**config.mk**
```make
export PLATFORM = sky130hd
export DESIGN_NAME = alu_mdu
export DESIGN_NICKNAME = d
export VERILOG_FILES = /design/src/rtl/alu_mdu.sv
export SDC_FILE = /design/constraint.sdc
export NUM_CORES = 1
export LEC_CHECK = 0
export CORE_MARGIN = 4
export CORE_UTILIZATION = 59
export CTS_BUF_LIST = sky130_fd_sc_hd__clkbuf_4
export CTS_CLUSTER_DIAMETER = 60
export DETAILED_ROUTE_END_ITERATION = 16
export PLACE_DENSITY = 0.95
export SYNTH_ARGS = -nofsm -noshare
export SYNTH_HDL_FRONTEND = slang
export SYNTH_SLANG_ARGS = --single-unit
```
**constraint.sdc**
```tcl
create_clock -name i_clk -period 2.4 [get_ports i_clk]
set_input_delay 0.72 -clock i_clk [delete_from_list [all_inputs] [get_ports i_clk]]
set_output_delay 0.72 -clock i_clk [all_outputs]
set_load 0.05 [all_outputs]
```
**src/rtl/alu_mdu.sv**
```systemverilog
// alu_mdu: integer execute unit for the RV32/RV64 core.
// Decodes opcode/funct3/funct7, produces base ALU results in one cycle and
// runs M-extension multiply/divide iteratively (radix-2, XLEN iterations).
// The result lives in a single registered slot behind a valid/ready handshake.
// Optional feature macro: RV_M_EXT_EN (defined: MUL/DIV datapath present;
// undefined: funct7=0000001 R-type ops are flagged illegal).
//
// Handshake: a transfer happens on a rising edge where valid and ready are
// both high. Upstream: i_valid/o_ready; o_ready never depends on i_valid.
// Downstream: o_valid/i_ready; o_result/o_illegal hold while o_valid & !i_ready.
module alu_mdu #(
    parameter int XLEN = 32,
    parameter int SHW  = $clog2(XLEN)
) (
    input  logic            i_clk,
    input  logic            i_rst,
    input  logic            i_valid,
    output logic            o_ready,
    input  logic [6:0]      i_opcode,
    input  logic [2:0]      i_funct3,
    input  logic [6:0]      i_funct7,
    input  logic [XLEN-1:0] i_op_a,
    input  logic [XLEN-1:0] i_op_b,
    output logic            o_valid,
    input  logic            i_ready,
    output logic [XLEN-1:0] o_result,
    output logic            o_illegal,
    output logic [1:0]      dbg_state
);

    localparam logic [6:0] OPC_R = 7'b0110011;
    localparam logic [6:0] OPC_I = 7'b0010011;

    localparam logic [1:0] ST_IDLE = 2'd0;
    localparam logic [1:0] ST_MUL  = 2'd1;
    localparam logic [1:0] ST_DIV  = 2'd2;

    logic            accept;
    logic [1:0]      state;
    logic [2:0]      alu_f3;
    logic            alu_sub;
    logic            alu_sra;
    logic            dec_illegal;
    logic            dec_mop;
    logic [SHW-1:0]  shamt;
    logic [XLEN-1:0] sra_res;
    logic [XLEN-1:0] alu_res;
    logic [XLEN-1:0] base_res;
    logic            m_done;
    logic [XLEN-1:0] m_result;

    assign o_ready   = (state == ST_IDLE) && (!o_valid || i_ready);
    assign accept    = i_valid && o_ready;
    assign dbg_state = state;
    assign shamt     = i_op_b[SHW-1:0];
    // Kept as its own assignment so the shift stays arithmetic.
    assign sra_res   = $signed(i_op_a) >>> shamt;

    // Instruction decode: pick the ALU function, SUB/SRA modifiers, M-op or illegal.
    always_comb begin
        alu_f3      = i_funct3;
        alu_sub     = 1'b0;
        alu_sra     = 1'b0;
        dec_illegal = 1'b0;
        dec_mop     = 1'b0;
        if (i_opcode == OPC_R) begin
            case (i_funct7)
                7'b0000000: ;
                7'b0100000: begin
                    if (i_funct3 == 3'b000)      alu_sub = 1'b1;
                    else if (i_funct3 == 3'b101) alu_sra = 1'b1;
                    else                         dec_illegal = 1'b1;
                end
                7'b0000001: begin
`ifdef RV_M_EXT_EN
                    dec_mop = 1'b1;
`else
                    dec_illegal = 1'b1;
`endif
                end
                default: dec_illegal = 1'b1;
            endcase
        end else if (i_opcode == OPC_I) begin
            alu_sra = (i_funct3 == 3'b101) && i_funct7[5];
        end else begin
            // Unrecognised opcodes fall through to a plain ADD.
            alu_f3 = 3'b000;
        end
    end

    // Base-ISA ALU, single cycle.
    always_comb begin
        alu_res = '0;
        case (alu_f3)
            3'b000: alu_res = alu_sub ? (i_op_a - i_op_b) : (i_op_a + i_op_b);
            3'b001: alu_res = i_op_a << shamt;
            3'b010: alu_res = {{(XLEN-1){1'b0}}, ($signed(i_op_a) < $signed(i_op_b))};
            3'b011: alu_res = {{(XLEN-1){1'b0}}, (i_op_a < i_op_b)};
            3'b100: alu_res = i_op_a ^ i_op_b;
            3'b101: alu_res = alu_sra ? sra_res : (i_op_a >> shamt);
            3'b110: alu_res = i_op_a | i_op_b;
            default: alu_res = i_op_a & i_op_b;
        endcase
    end

    assign base_res = dec_illegal ? '0 : alu_res;

`ifdef RV_M_EXT_EN
    logic [SHW-1:0]    cnt;
    logic [XLEN-1:0]   acc_hi;     // MUL: product high half; DIV: partial remainder
    logic [XLEN-1:0]   acc_lo;     // MUL: multiplier/product low; DIV: dividend/quotient
    logic [XLEN-1:0]   opnd;       // multiplicand or divisor magnitude
    logic [1:0]        m_f3;
    logic              neg_a;
    logic              neg_b;
    logic              b_zero;
    logic              a_signed;
    logic              b_signed;
    logic [XLEN-1:0]   mag_a;
    logic [XLEN-1:0]   mag_b;
    logic [XLEN:0]     mul_sum;
    logic [XLEN:0]     div_trial;
    logic [XLEN:0]     div_diff;
    logic              div_ge;
    logic [XLEN-1:0]   hi_n;
    logic [XLEN-1:0]   lo_n;
    logic [2*XLEN-1:0] prod;
    logic [2*XLEN-1:0] prod_fix;
    logic [XLEN-1:0]   quo_fix;
    logic [XLEN-1:0]   rem_fix;

    // MULH/MULHSU/DIV/REM treat rs1 as signed; MULH/DIV/REM also rs2.
    assign a_signed = (i_funct3 == 3'b001) || (i_funct3 == 3'b010) ||
                      (i_funct3 == 3'b100) || (i_funct3 == 3'b110);
    assign b_signed = (i_funct3 == 3'b001) || (i_funct3 == 3'b100) || (i_funct3 == 3'b110);
    assign mag_a    = (a_signed && i_op_a[XLEN-1]) ? -i_op_a : i_op_a;
    assign mag_b    = (b_signed && i_op_b[XLEN-1]) ? -i_op_b : i_op_b;

    // One shift-add or restoring-subtract step, chosen by the current state.
    always_comb begin
        mul_sum   = {1'b0, acc_hi} + (acc_lo[0] ? {1'b0, opnd} : '0);
        div_trial = {acc_hi, acc_lo[XLEN-1]};
        div_diff  = div_trial - {1'b0, opnd};
        div_ge    = ~div_diff[XLEN];
        if (state == ST_MUL) begin
            hi_n = mul_sum[XLEN:1];
            lo_n = {mul_sum[0], acc_lo[XLEN-1:1]};
        end else begin
            hi_n = div_ge ? div_diff[XLEN-1:0] : div_trial[XLEN-1:0];
            lo_n = {acc_lo[XLEN-2:0], div_ge};
        end
    end

    // Sign correction and half/quotient/remainder selection on the final step.
    // A zero divisor yields an all-ones quotient regardless of rs1's sign.
    always_comb begin
        prod     = {hi_n, lo_n};
        prod_fix = (neg_a ^ neg_b) ? -prod : prod;
        quo_fix  = b_zero ? '1 : ((neg_a ^ neg_b) ? -lo_n : lo_n);
        rem_fix  = neg_a ? -hi_n : hi_n;
        if (state == ST_MUL)
            m_result = (m_f3 == 2'b00) ? prod_fix[XLEN-1:0] : prod_fix[2*XLEN-1:XLEN];
        else
            m_result = m_f3[1] ? rem_fix : quo_fix;
    end

    assign m_done = (state != ST_IDLE) && (cnt == SHW'(XLEN-1));

    // Iteration FSM: latch magnitudes on accept, then XLEN steps in MUL/DIV.
    always_ff @(posedge i_clk or posedge i_rst) begin
        if (i_rst) begin
            state  <= ST_IDLE;
            cnt    <= '0;
            acc_hi <= '0;
            acc_lo <= '0;
            opnd   <= '0;
            m_f3   <= '0;
            neg_a  <= 1'b0;
            neg_b  <= 1'b0;
            b_zero <= 1'b0;
        end else begin
            case (state)
                ST_IDLE: begin
                    if (accept && dec_mop) begin
                        state  <= i_funct3[2] ? ST_DIV : ST_MUL;
                        cnt    <= '0;
                        acc_hi <= '0;
                        acc_lo <= mag_a;
                        opnd   <= mag_b;
                        m_f3   <= i_funct3[1:0];
                        neg_a  <= a_signed && i_op_a[XLEN-1];
                        neg_b  <= b_signed && i_op_b[XLEN-1];
                        b_zero <= (i_op_b == '0);
                    end
                end
                default: begin
                    acc_hi <= hi_n;
                    acc_lo <= lo_n;
                    cnt    <= cnt + 1'b1;
                    if (m_done) begin
                        state <= ST_IDLE;
                        cnt   <= '0;
                    end
                end
            endcase
        end
    end
`else
    assign state    = ST_IDLE;
    assign m_done   = 1'b0;
    assign m_result = '0;
`endif

    // Result slot: load on base accept or M completion, clear when consumed.
    always_ff @(posedge i_clk or posedge i_rst) begin
        if (i_rst) begin
            o_valid   <= 1'b0;
            o_result  <= '0;
            o_illegal <= 1'b0;
        end else if (accept && !dec_mop) begin
            o_valid   <= 1'b1;
            o_result  <= base_res;
            o_illegal <= dec_illegal;
        end else if (m_done) begin
            o_valid   <= 1'b1;
            o_result  <= m_result;
            o_illegal <= 1'b0;
        end else if (i_ready) begin
            o_valid   <= 1'b0;
        end
    end

endmodule

```
==> impl_results.md, run 1 <==
- Final GP Congestion: 1.24
- Port Buffers: 119
- Synth cell types: 82
- Synth Warn #: 0
- Failing step: clock tree synthesis
- Post-synth ARST share: 1.00
- DP Area: 14100 um2
- Bufs on Longest Clock Path: 2
- Number of synthesized flops with an enable pin: 0
- CTS root buf: clkbuf_4
- H-tree depth: 2
- Die width: 136 um
- Count leader, synth: a21oi_1
- Total CTS buffers: 5
- Sequential area share after synthesis: 0.0884
- Setup bufs post-CTS: 113
- Yosys reg bits: 34
- Commonest cells in the synthesized netlist: a21oi_1 (187), nand2_1 (152), o21ai_0 (147), nor2_1 (128), ha_1 (97)
- Top Ports: 122
- Tool error: [ERROR DPL-0038] Utilization greater than 100%, impossible to legalize
- Post-synth top flop: dfrtp_1
- Synth Instances: 1413
- Synth area leader: ha_1
- Initial core utilization: 0.604
- Top cells by area, synth: ha_1 (13%), a21oi_1 (9.7%), dfrtp_1 (8.8%)
- Cts hold-fix bufs: 0
- CTS sink cnt: 34
- Post-Syn Area: 9620 um2
- Syn_area_per_cell: 6.81 um2
- Post-CTS Resized: 727
- Row count: 46
- Dpl hpwl: 42800 um
- Die height: 136 um
- Synth top area share: 0.126
- Status: did not finish
-- through the flow --
| step | hold WS, ns | setup WS (ns) | instances | utilization |
|---|---|---|---|---|
| after detailed placement | 0.499 | -1.78 | 2071 | 0.881 |
| after floorplan | 0.741 | -1.13 | 1414 | - |
| after global placement | 0.453 | -1.53 | 2071 | 0.881 |
-- cells by family after synthesis --
logic type,synth area share
DFF,0.0884
buffers and inverters,0.0887
AOI/OAI and AO/OA,0.365
adders and majority gates,0.130
and+or+nand+nor,0.181
other,0.000390
xor gates and xnor gates,0.0273
muxes,0.120
==> run 2, diff against run 1 <==
- CORE_UTILIZATION: 59 -> 40
- CTS_BUF_LIST: sky130_fd_sc_hd__clkbuf_4 -> default
- CTS_CLUSTER_DIAMETER: 60 -> default
- PLACE_DENSITY: 0.95 -> default
- PLACE_DENSITY_LB_ADDON: default -> 0.15
==> impl_results.md, run 2 <==
- Nets@finish: 2198
- Count leader, synth: a21oi_1
- Post-synth ARST share: 1.00
- Largest regs: o_result: 32 flops, o_illegal: 1 flops, o_valid: 1 flops
- Yosys reg bits: 34
- Transition time of the tightest slew-check pin: 0.845 ns
- First-pass GRT wire length: 80500 um
- Top Ports: 122
- Post-synth top flop: dfrtp_1
- Post-Syn Area: 9620 um2
- First-pass DRT Iterations: 8
- Total CTS buffers: 5
- Final GP Congestion: 1.03
- Period utilization: 1.31
- Unrepaired setup endpoints after global routing: true
- Status: finished, violations left
- H-tree depth: 2
- CTS sink cnt: 34
- Post-synthesis xor/xnor area fraction: 0.0273
- Port Buffers: 119
- Final setup margin: -0.746 ns
- Critical path type: primary input to flip-flop
- Reg power frac: 0.124
- Final core occ: 0.737
- Largest net degree at the start of global routing: 69
- Via count: 14200
- Final Hold Viols: 0
- Design Power: 6.06 mW
- Hold/Removal Path Class: flip-flop to flip-flop
- Crit end category: flip-flop
- 1st-iter DRT viols: 1476
- Slew margin rel.: 0.437
- Multiplexer area fraction after synthesis: 0.120
- Post-synthesis compound-gate area fraction: 0.365
- Worst-Skew Late Latency: 0.29 ns
- Fmax: 318 MHz
- Post-route insts no fill: 2334
- Row count: 56
- Syn_area_per_cell: 6.81 um2
- Clock network fraction of design power: 0.114
- Die height: 163 um
- Synth cell types: 82
- Synth Instances: 1413
- Initial antenna violation count: 0
- WL/cell: 24.1 um
- CP Launch Type: primary input
- Sw frac: 0.470
- Core box area: 23500 um2
- Hold WS: 0.479 ns
- Largest family of logic cells by synthesized area: compound AO/OA/AOI/OAI gates
- Synth top area share: 0.126
- Clk slew on worst S/H paths: 0.06 ns
- DRC: 0
- Area Growth Syn to Fin: 80.4%
- Post-route antenna net violation count: 0
- Number of inserted diodes: 0
- Initial core utilization: 0.409
- Die width: 163 um
- Number of synthesized flops with an enable pin: 0
- Maximum fanout along the worst path: 3
- Commonest non-fill, non-tap cell in the layout: buf_4
- Synth area leader: ha_1
- Power per Cell Area: 349 nW/um2
- Worst Path Arrival: 3.33 ns
- Max reg flops: 32
- Bufs on Longest Clock Path: 2
- Min Tclk post-route: 3.15 ns
- Avg Vias per Cell: 6.09
- Cell-internal power: 3.21 mW
- Vias in the first global route: 13800
- Switching power: 2.85 mW
- Setup-failing EPs final: 32
- Max Clock Skew: 0.00398 ns
- Post-synthesis adder-cell area fraction: 0.130
- Layout cell share with drive strength beyond 1: 0.487
- Overall Global Routing Usage: 0.393
- Synth Warn #: 0
- Synthesized-area fraction occupied by and/or/nand/nor cells: 0.181
- Commonest cells in the synthesized netlist: a21oi_1 (187), nand2_1 (152), o21ai_0 (147), nor2_1 (128), ha_1 (97)
- Top cells by area, synth: ha_1 (13%), a21oi_1 (9.7%), dfrtp_1 (8.8%)
- Dpl hpwl: 42000 um
- Violated checks: setup timing
- Leak Pwr: 7.83 nW
- Inst Count DP: 2236
- CP required: 2.58 ns
- Global route total overflow: 0
- Max_cap viols: 0
- Comb power frac: 0.763
- Sequential area share after synthesis: 0.0884
- Biggest register: o_result
- Worst IR Drop VDD: 428 uV
- Commonest cells after routing, fill and taps aside: buf_4 (533), nand2_1 (138), a21oi_1 (138)
- CTS root buf: clkbuf_16
- CTS tree: done
- Detailed Route WL: 56200 um
- Slew Limit Fails: 0
- Die area: 26600 um2
- Fillers: 1872
## run 2: cell counts after synthesis
No cell type changed its count.
## run 2: area by class of cell
| type | count | area [um2] | share of cell area |
|---|---|---|---|
| timing repair buffer | 707 | 5950 | 0.343 |
| clock buffer | 7 | 143 | 0.00822 |
| clock inverter | 1 | 5.00 | 0.000288 |
| inverter | 95 | 408 | 0.0235 |
| multi-input combinational | 1171 | 9600 | 0.553 |
| tap | 319 | 399 | 0.0230 |
| sequential | 34 | 851 | 0.0490 |
## run 2: worst max-delay path, cell delays in order
cell and delay [ns]:
buf_8 0.10, inv_6 0.06, ha_4 0.20, o21ba_4 0.21
or4_4 0.46, a21oi_4 0.19, o31ai_2 0.09, and4_4 0.20
o31ai_4 0.34, a31oi_4 0.17, o311ai_2 0.24, nand3_1 0.12
xnor2_1 0.16, o21ai_1 0.07
## run 2: per-stage QoR
step           instance area [um2]  setup slack (ns)  TNS, ns
2_1_floorplan                 9940             -1.13   -22.51
3_3_place_gp                 14700             -1.61   -42.05
3_5_place_dp                 14700             -1.68   -43.18
4_1_cts                      16400            -0.786   -16.88
5_1_grt                      17400            -0.840   -21.36
6_report                     17400            -0.746   -18.79
## run 2: logic make-up after synthesis
logic type,count (synthesis)
AOI/OAI and AO/OA,560
and+or+nand+nor,393
buffers and inverters,209
adders and majority gates,99
muxes,87
DFF,34
xor gates and xnor gates,30
other,1
## run 2: path summary, 6_finish.rpt
path	startpoint	cells past startpoint	slack, ns	to
worst min register to register	o_illegal	2	0.48	o_illegal
max in group asynchronous	i_rst	3	1.21	o_result[6]
worst min-delay path	o_illegal	2	0.48	o_illegal
worst max register to register	o_valid	9	0.21	o_result[19]
min in group asynchronous	i_rst	3	0.84	o_result[31]
worst max-delay path	i_op_a[1]	14	-0.75	o_result[31]
## run 2: power groups by stage
stage / Combinational (mW) / Clock (mW) / Sequential, mW
2_1_floorplan: 1.56 / 0 / 1.16
3_3_place_gp: 3.74 / 0 / 0.758
3_5_place_dp: 3.76 / 0 / 0.761
4_1_cts: 4.17 / 0.694 / 0.752
5_1_grt: 4.85 / 0.721 / 0.766
6_report: 4.62 / 0.688 / 0.751
## run 2: metal layers
metal  GRT usage  up-vias  wire, um
li1            -     6344         -
met1       0.485     6728     21200
met2       0.645      882     25500
met3      0.0578      260      4620
met4       0.245        0      4810
met5           0        -         0
## run 2: what timing repair did
item / in CTS / in global routing
setup endpoints to repair: 32 / 32
hold endpoints to repair: 0 / 0
setup buffers: 42 / 47
pin swaps: 131 / 114
gates resized for setup: 435 / 212
hold buffers: 0 / 0
cloned: 4 / 1
Note: power is estimated with default switching activity, not from simulation.
==> run 3, diff against run 2 <==
- CTS_BUF_LIST: default -> sky130_fd_sc_hd__clkbuf_2 sky130_fd_sc_hd__clkbuf_4 sky130_fd_sc_hd__clkbuf_8
==> impl_results.md, run 3 (synthesized netlist as in run 2, its figures left out) <==
- Status: finished, violations left
- Violated checks: setup timing
- Fmax: 319 MHz
- Clk slew on worst S/H paths: 0.08 ns
- Post-route insts no fill: 2320
- CP Launch Type: primary input
- First-pass GRT wire length: 81000 um
- Vias in the first global route: 13800
- CTS root buf: clkbuf_8
- Largest net degree at the start of global routing: 69
- Setup-failing EPs final: 32
- Worst Path Arrival: 3.33 ns
- Transition time of the tightest slew-check pin: 0.800 ns
- Post-route antenna net violation count: 0
- Slew margin rel.: 0.467
- Worst-Skew Late Latency: 0.31 ns
- Largest regs: o_result: 32 flops, o_illegal: 1 flops, o_valid: 1 flops
- First-pass DRT Iterations: 6
- Inst Count DP: 2236
- Core box area: 23500 um2
- Number of inserted diodes: 0
- GRT met3 Usage: 0.0517
- H-tree depth: 2
- Period utilization: 1.30
- CTS sink cnt: 34
- 1st-iter DRT viols: 1555
- Final GP Congestion: 1.03
- TNS Setup: -16.84 ns
- WL/cell: 23.6 um
- CP required: 2.60 ns
- Commonest cells after routing, fill and taps aside: buf_4 (521), nand2_1 (138), a21oi_1 (137)
- Max Clock Skew: 0.00861 ns
- Unrepaired setup endpoints after global routing: true
- Most Crowded Layer GR: met2
- Dpl hpwl: 42000 um
- Power per Cell Area: 339 nW/um2
- Met2 Use GR: 0.648
- Leak Pwr: 7.69 nW
- Port Buffers: 119
- Die height: 163 um
- Pre-CTS setup slack: -1.68 ns
- Crit end category: flip-flop
- Cts hold-fix bufs: 0
- Initial core utilization: 0.409
- Routing usage on met1: 0.490
- Die width: 163 um
- Via count: 14000
- Area Growth Syn to Fin: 75.9%
- Total CTS buffers: 5
- Overall Global Routing Usage: 0.396
- Final Hold Viols: 0
- DRC: 0
- Top Ports: 122
- Bufs on Longest Clock Path: 2
- Commonest non-fill, non-tap cell in the layout: buf_4
- Final setup margin: -0.730 ns
- Design Power: 5.73 mW
- Max_cap viols: 0
- CTS tree: done
- Min Tclk post-route: 3.13 ns
- Critical path type: primary input to flip-flop
- Row count: 56
- Biggest register: o_result
- Hold/Removal Path Class: flip-flop to flip-flop
- Avg Vias per Cell: 6.03
- Global route total overflow: 0
- Layout cell share with drive strength beyond 1: 0.473
- Initial antenna violation count: 0
- Detailed Route WL: 54800 um
- Max reg flops: 32
- Maximum fanout along the worst path: 3
- Die area: 26600 um2
- Nets@finish: 2184
- Slew Limit Fails: 0
- Worst IR Drop VDD: 395 uV
-- run 3: cell types whose count changed in the layout (fill, tap and decap cells not counted), sizes merged, moves of 2 or more --
cell,change
clkdlybuf4s15,-6
clkdlybuf4s50,-2
buf,-18
clkbuf,+7
dlygate4sd2,+5
-- run 3: cell type report --
type | instances | area, um2
clock buffer | 7 | 90.1
timing repair buffer | 693 | 5800
clock inverter | 1 | 5.00
tap | 319 | 399
inverter | 95 | 394
multi-input combinational | 1171 | 9400
sequential | 34 | 851
fill | 1979 | 6610
-- run 3: timing repair --
| action | in CTS | in global routing |
|---|---|---|
| hold endpoints to repair | 0 | 0 |
| endpoints found under the setup margin | 32 | 32 |
| cloned | 5 | 0 |
| pin swaps | 120 | 106 |
| setup buffers | 43 | 36 |
| gates resized for setup | 428 | 156 |
-- run 3: worst paths after layout --
kind / to / startpoint / cells past startpoint / slack [ns]
worst min-delay path: o_result[5] / o_result[5] / 2 / 0.48
max in group asynchronous: o_result[4] / i_rst / 3 / 1.24
worst min register to register: o_result[5] / o_result[5] / 2 / 0.48
worst max-delay path: o_result[31] / i_op_b[2] / 14 / -0.73
worst max register to register: o_result[19] / o_valid / 9 / 0.21
min in group asynchronous: o_result[29] / i_rst / 3 / 0.82
-- run 3: report_power, final --
part	leakage (nW)	switching (mW)	internal [mW]	total, mW
Combinational	7.22	2.45	2.05	4.50
Clock	0.0517	0.243	0.243	0.487
Sequential	0.414	0.0631	0.686	0.749
Total	7.69	2.75	2.98	5.73
-- run 3: critical path, cell delays in order --
cell and delay [ns]:
buf_8 0.10, inv_6 0.06, ha_4 0.20, buf_6 0.12, or4_4 0.55, a21oi_4 0.18
o31ai_2 0.09, and4_4 0.20, o31ai_4 0.34, a31oi_4 0.17, o311ai_2 0.25, nand3_1 0.12
xnor2_1 0.16, o21ai_1 0.07
-- run 3: per-stage QoR --
stage | area, um2 | utilization | hold slack, ns
after CTS | 16300 | 0.694 | 0.484
after global routing | 16900 | 0.719 | 0.511
after floorplan | 9940 | - | 0.741
final | 16900 | 0.719 | 0.481
after global placement | 14700 | 0.624 | 0.457
after detailed placement | 14700 | 0.624 | 0.466
-- run 3: routing by layer --
layer  part of all wire  routed length [um]  vias to the layer above
met2               0.45               24900                      833
met5                  0                   0                        -
met1               0.38               20900                     6592
met4              0.086                4720                        0
met3              0.079                4320                      235
li1                   -                   -                     6320
